[src/rtl/sleft_seq.sv]
// sleft_seq - sequential 32-bit left shifter (one bit per clock).
//
// Shift-left counterpart of the one-bit-per-cycle right shifter used by the
// R-type datapath (sll/sllv). A request is captured when start=1 in IDLE or
// DONE. The operand then shifts left by one bit per clock, with zero-fill,
// until shamt bits have been shifted. The result is presented with a
// one-cycle done pulse.
//
// Optional feature macro: SLEFT_OVF_EN
//   defined   -> ovf is a sticky signed-overflow flag (the sign bit changed
//                on some shift step of the current request)
//   undefined -> ovf is tied to 0 and no overflow logic exists
//
// Ports:
//   clk    in  1   rising-edge clock
//   rst_n  in  1   asynchronous active-low reset
//   start  in  1   request strobe (ignored while shifting)
//   A      in  32  operand, captured on the accepting edge
//   shamt  in  5   shift amount 0..31, captured on the accepting edge
//   out    out 32  registered result, held in IDLE/DONE
//   busy   out 1   state == SHIFT
//   done   out 1   state == DONE (one-cycle pulse)
//   cout   out 1   last bit shifted out of bit 31 (0 when shamt == 0)
//   ovf    out 1   sticky signed overflow (0 unless SLEFT_OVF_EN)

module sleft_seq (
    input  logic        clk,
    input  logic        rst_n,
    input  logic        start,
    input  logic [31:0] A,
    input  logic [4:0]  shamt,
    output logic [31:0] out,
    output logic        busy,
    output logic        done,
    output logic        cout,
    output logic        ovf
);

    typedef enum logic [1:0] {
        IDLE  = 2'd0,
        SHIFT = 2'd1,
        DONE  = 2'd2
    } state_t;

    state_t      state_r;
    state_t      state_s;
    logic        accept_s;
    logic        busy_s;
    logic        done_s;
    logic [31:0] out_r;
    logic [4:0]  cnt_r;
    logic        cout_r;

    // A new request is taken only from IDLE or DONE; SHIFT ignores start.
    assign accept_s = start && ((state_r == IDLE) || (state_r == DONE));

    // State register.
    always_ff @(posedge clk or negedge rst_n) begin
        if (!rst_n) begin
            state_r <= IDLE;
        end else begin
            state_r <= state_s;
        end
    end

    // Next-state logic.
    always_comb begin
        state_s = state_r;
        case (state_r)
            IDLE, DONE: begin
                if (accept_s) begin
                    state_s = (shamt != 5'd0) ? SHIFT : DONE;
                end else begin
                    state_s = IDLE;
                end
            end
            SHIFT: begin
                // cnt_r holds the number of shifts still to do, including this edge.
                if (cnt_r == 5'd1) begin
                    state_s = DONE;
                end else begin
                    state_s = SHIFT;
                end
            end
            default: begin
                state_s = IDLE;
            end
        endcase
    end

    // Output decode from the registered state.
    always_comb begin
        busy_s = 1'b0;
        done_s = 1'b0;
        case (state_r)
            SHIFT:   busy_s = 1'b1;
            DONE:    done_s = 1'b1;
            default: begin
                busy_s = 1'b0;
                done_s = 1'b0;
            end
        endcase
    end

    // Datapath: load on accept, shift one bit per SHIFT cycle, otherwise hold.
    always_ff @(posedge clk or negedge rst_n) begin
        if (!rst_n) begin
            out_r  <= 32'd0;
            cnt_r  <= 5'd0;
            cout_r <= 1'b0;
        end else if (accept_s) begin
            out_r  <= A;
            cnt_r  <= shamt;
            cout_r <= 1'b0;
        end else if (state_r == SHIFT) begin
            out_r  <= {out_r[30:0], 1'b0};
            cout_r <= out_r[31];
            cnt_r  <= cnt_r - 5'd1;
        end else begin
            out_r  <= out_r;
            cnt_r  <= cnt_r;
            cout_r <= cout_r;
        end
    end

`ifdef SLEFT_OVF_EN
    logic ovf_r;

    // Sticky overflow: the sign bit changes when bits 31 and 30 differ before a shift.
    always_ff @(posedge clk or negedge rst_n) begin
        if (!rst_n) begin
            ovf_r <= 1'b0;
        end else if (accept_s) begin
            ovf_r <= 1'b0;
        end else if ((state_r == SHIFT) && (out_r[31] != out_r[30])) begin
            ovf_r <= 1'b1;
        end else begin
            ovf_r <= ovf_r;
        end
    end

    assign ovf = ovf_r;
`else
    assign ovf = 1'b0;
`endif

    assign out  = out_r;
    assign cout = cout_r;
    assign busy = busy_s;
    assign done = done_s;

endmodule

[config.mk]
export PLATFORM = sky130hd
export DESIGN_NAME = sleft_seq
export DESIGN_NICKNAME = d
export VERILOG_FILES = /design/src/rtl/sleft_seq.sv
export SDC_FILE = /design/constraint.sdc
export NUM_CORES = 1
export LEC_CHECK = 0
export BUFFER_PORTS_ARGS = -buffer_cell sky130_fd_sc_hd__clkbuf_2
export CORE_MARGIN = 5
export CORE_UTILIZATION = 46
export DETAILED_ROUTE_END_ITERATION = 8
export PLACE_DENSITY_LB_ADDON = 0.05
export SLEW_MARGIN = 20
export SYNTH_ARGS = -nofsm -noshare
export SYNTH_HDL_FRONTEND = slang
export SYNTH_SLANG_ARGS = --single-unit
[constraint.sdc]
create_clock -name clk -period 3.6 [get_ports clk]
set_input_delay 0.54 -clock clk [delete_from_list [all_inputs] [get_ports clk]]
set_output_delay 0.54 -clock clk [all_outputs]
set_load 0.1 [all_outputs]
# Word-level counts from Yosys, hierarchy flattened
# Cells that the tools add are included.
# classes
addsub	1
reduce_logical	6
mux	12
eq_ne	3
# ops
op	n
two-way mux 32 bit	2
two-way mux 5 bit	2
two-way mux 2 bit	3
== test 5 x 1 -> 1 bit (second input constant)	1
nonzero test 5 bit	1
subtractor 5 x 1 -> 5 bit (second input constant)	1
two-way mux 1 bit	4
one-hot mux 2 bit (2 select lines)	1
== test 2 x 1 -> 1 bit (second input constant)	1
== test 2 bit (second input constant)	1
zero test 2 bit	1
nonzero test 2 bit	1
OR reduction 2 bit	1
logical AND 1 bit	1
logical OR 1 bit	1
# totals
output_inout_bits	36
reg_bits	40
in_bits	40
word_cells	26

# Depth between registers and ports, before layout
# logic_depth
depth_word	5
mapped_depth	7
depth_no_buf	5

# Worst setup path before layout
# OpenSTA, ideal clock, no wires.
# synth_path
path_type	reg-to-output
startpoint	register state_r[0]
endpoint	output port done
path_stages_with_launch	2
t_arrival_ps	1749
n_path_buf	0
setup_slack_ps	1311
path_cell_list	dfrtp_1 > nor2b_1
# synth_between
elab_chain_len	2
# synth_rtl
item	line	source
start, declared	45	state_t state_r;
start signal, assigned	62	state_r <= state_s;
== test 2 bit	95	case (state_r)
two-way mux 1 bit	95	
end, declared	34	output logic done,
# No other way between the ends.

# Final worst setup path
# layout_path
startpoint	register state_r[0]
endpoint	output port busy
# layout_between
elab_chain_len	2
# layout_rtl
item	line	source
== test 2 x 1 -> 1 bit	95	
two-way mux 1 bit	95	
end, declared	33	output logic busy,
# No other way between the ends.

==> results.sh <==
export IMPL_status="completed"
export IMPL_syn_instance_count=187
export IMPL_fin_skew_ns=0.00389
export IMPL_clkTransAtPathRegs_ns=0.07
export IMPL_drive_gt1_share_pct=33.5
export IMPL_fp_dieArea_sq_um=5420
export IMPL_cp_max_fo=38
export IMPL_slowest_delay_ns=0.52
export IMPL_num_vias=1660
export IMPL_setup_tns_ns=0
export IMPL_worstPathRequired_ns=3.06
export IMPL_yosys_top_cells_area="dfrtp_1, a22oi_1, nand3_1"
export IMPL_start_util_pct=46.9
export IMPL_fin_cells=304
export IMPL_gp_routability_congestion=0.717
export IMPL_core_sq_um=3970
export IMPL_ios=76
export IMPL_io_buffers=74
export IMPL_synth_cell_types=32
export IMPL_grt_pass1_vias=1554
export IMPL_maxCapViolCount=0
export IMPL_synth_most_common_cell="dfrtp_1"
export IMPL_grt_pass1_wl_um=7360
export IMPL_cts_sinks=40
export IMPL_max_freq_ghz=0.453
export IMPL_antenna_found_initial=0
export IMPL_grt_overflow=0
export IMPL_synth_top_area_share_pct=53.7
export IMPL_end_kind="primary output"
export IMPL_cp_slowest_cell="clkbuf_2"
export IMPL_drc=0
export IMPL_htreeDepth=2
export IMPL_tightest_slew_ns=0.920
export IMPL_worstHoldPathType="input pin to asynchronous set/reset pin"
export IMPL_viasPerCell=5.46
export IMPL_cts_tree="done"
export IMPL_wl_per_cell_um=15.1
export IMPL_num_rows=23
export IMPL_period_minus_slack_ns=2.21
export IMPL_async_flop_share_pct=100
export IMPL_critPathLaunchType="flop"
export IMPL_synth_main_ff_cell="dfrtp_1"
export IMPL_timing_final_crit_share_pct=61.4
export IMPL_antenna_left=0
export IMPL_setup_viol=0
export IMPL_rsz0062_at_grt="false"
export IMPL_holdBufCountCts=0
export IMPL_worstPathArrival_ns=1.67
export IMPL_fillCellCount=385
export IMPL_dr_first_iter_drc_count=103
export IMPL_dp_cells=296
export IMPL_synth_area_leader_cell="dfrtp_1"
export IMPL_die_w_um=73.6
export IMPL_ys_seq_area_share_pct=53.7
export IMPL_final_net_count=295
export IMPL_syn2layout_area_growth_pct=23.6
export IMPL_cts_buffers_inserted=5
export IMPL_die_y_um=73.6
export IMPL_antennaDiodeCount=0
export IMPL_cts_repair_resized=0
export IMPL_yosysWarnings=0
export IMPL_dpl_hpwl_um=3040
export IMPL_syn_num_nets=229
export IMPL_reg2regPathDepth=3
export IMPL_worstPathCellList="nand2b_1 -> inv_6 -> clkbuf_2"
export IMPL_synthTopCellsByCount="dfrtp_1, nand2_1, a22oi_1, nand3_1, buf_2"
export IMPL_syn_area_sq_um=1860
export IMPL_max_slew_margin_pct=38.5
export IMPL_syn_avg_cell_area_sq_um=9.96
export IMPL_drtPass1Iterations=4
export IMPL_critical_path_class="flop to primary output"
export IMPL_clock_latency_ns=0.29
export IMPL_track_usage_pct=17.4
export IMPL_cts_max_path_buffers=2
export IMPL_cts_root_buf="clkbuf_8"
export IMPL_slew_violations=0
export IMPL_wl_um=4600
export IMPL_hold_viol=0
export IMPL_grt_max_degree=41
export IMPL_post_cts_setup_buffer_count=0
export IMPL_synth_edf_count=0
export IMPL_synth_seq_cells=40
flip-flops by register name, summed over array words and instances, names as in the netlist:
register / flops
cnt_r: 5
cout: 1
out: 32
state_r: 2
metal layers:
metal	vias up	part of all wire (%)	track usage, %
met3	4	6.9	5.75
met5	-	0	0
met1	804	45	23.3
li1	806	-	-
met2	46	47	27.0
met4	0	1.1	4.83
worst paths after layout:
kind	from	end	slack (ns)
setup reg to reg	state_r[0]$_DFF_PN0_	cnt_r[2]$_DFFE_PN0P_	1.81
setup / recovery	state_r[0]$_DFF_PN0_	busy	1.39
max in group asynchronous	rst_n	out[27]$_DFFE_PN0P_	2.67
hold reg to reg	out[2]$_DFFE_PN0P_	out[3]$_DFFE_PN0P_	0.52
min in group clk	A[0]	out[0]$_DFFE_PN0P_	0.47
hold / removal	rst_n	cnt_r[2]$_DFFE_PN0P_	0.37
worst max-delay path: cells and delay by family (launching register included):
kind / cells / cell delay (ns)
buf+inv: 2 / 0.79
flops: 1 / 0.43
simple gates: 1 / 0.15
layout make-up:
class | count | area (sq um) | share of cell area (%)
inverter | 3 | 16.3 | 0.707
sequential | 40 | 1000 | 43.5
clock buffer | 8 | 90.1 | 3.91
timing repair buffer | 76 | 385 | 16.7
multi-input combinational | 127 | 747 | 32.4
tap | 50 | 62.6 | 2.72
placed cells by master, fill, tap and decap left out:
| cell type | instances |
|---|---|
| nor2b_1 | 1 |
| o2bb2ai_1 | 2 |
| nor2b_4 | 1 |
| clkbuf_8 | 6 |
| nand3_1 | 30 |
| nor2_4 | 1 |
| a221o_1 | 3 |
| a31oi_1 | 1 |
| buf_2 | 1 |
| dfrtp_1 | 40 |
| a22o_1 | 1 |
| a32o_1 | 1 |
| a211o_1 | 1 |
| nor2_1 | 5 |
| nand2_1 | 36 |
| o311ai_0 | 1 |
| nor3_1 | 2 |
| or3_1 | 1 |
| or4_1 | 1 |
| a22oi_1 | 30 |
| ha_1 | 2 |
| clkbuf_2 | 73 |
| buf_4 | 2 |
| inv_6 | 1 |
| mux2i_1 | 1 |
| nand3b_1 | 1 |
| conb_1 | 1 |
| a21oi_1 | 1 |
| nand2b_1 | 2 |
| a32oi_1 | 1 |
| inv_1 | 2 |
| clkbuf_1 | 2 |
stage by stage:
| stage | hold slack (ns) | utilization (%) | area, sq um | worst slack [ns] |
|---|---|---|---|---|
| 3_5_place_dp | 0.508 | 55.7 | 2210 | 1.60 |
| 5_1_grt | 0.434 | 58.0 | 2300 | 1.32 |
| 4_1_cts | 0.450 | 58.0 | 2300 | 1.38 |
| 2_1_floorplan | 0.244 | - | 1860 | 1.31 |
| 3_3_place_gp | 0.504 | 55.7 | 2210 | 1.62 |
| 6_report | 0.366 | 58.0 | 2300 | 1.39 |
cells by family after synthesis:
family          count (synthesis)  share of synthesized area, %
compound gates                 42                          17.7
fa+ha+maj                       2                          1.34
buf+inv                        20                          6.45
flops                          40                          53.7
mux                             1                         0.537
other cells                     1                         0.201
simple gates                   81                          20.1
Power is left out: the tool's default activity adds up to more than one toggle a clock period on the data nets, which glitch-free logic cannot reach.
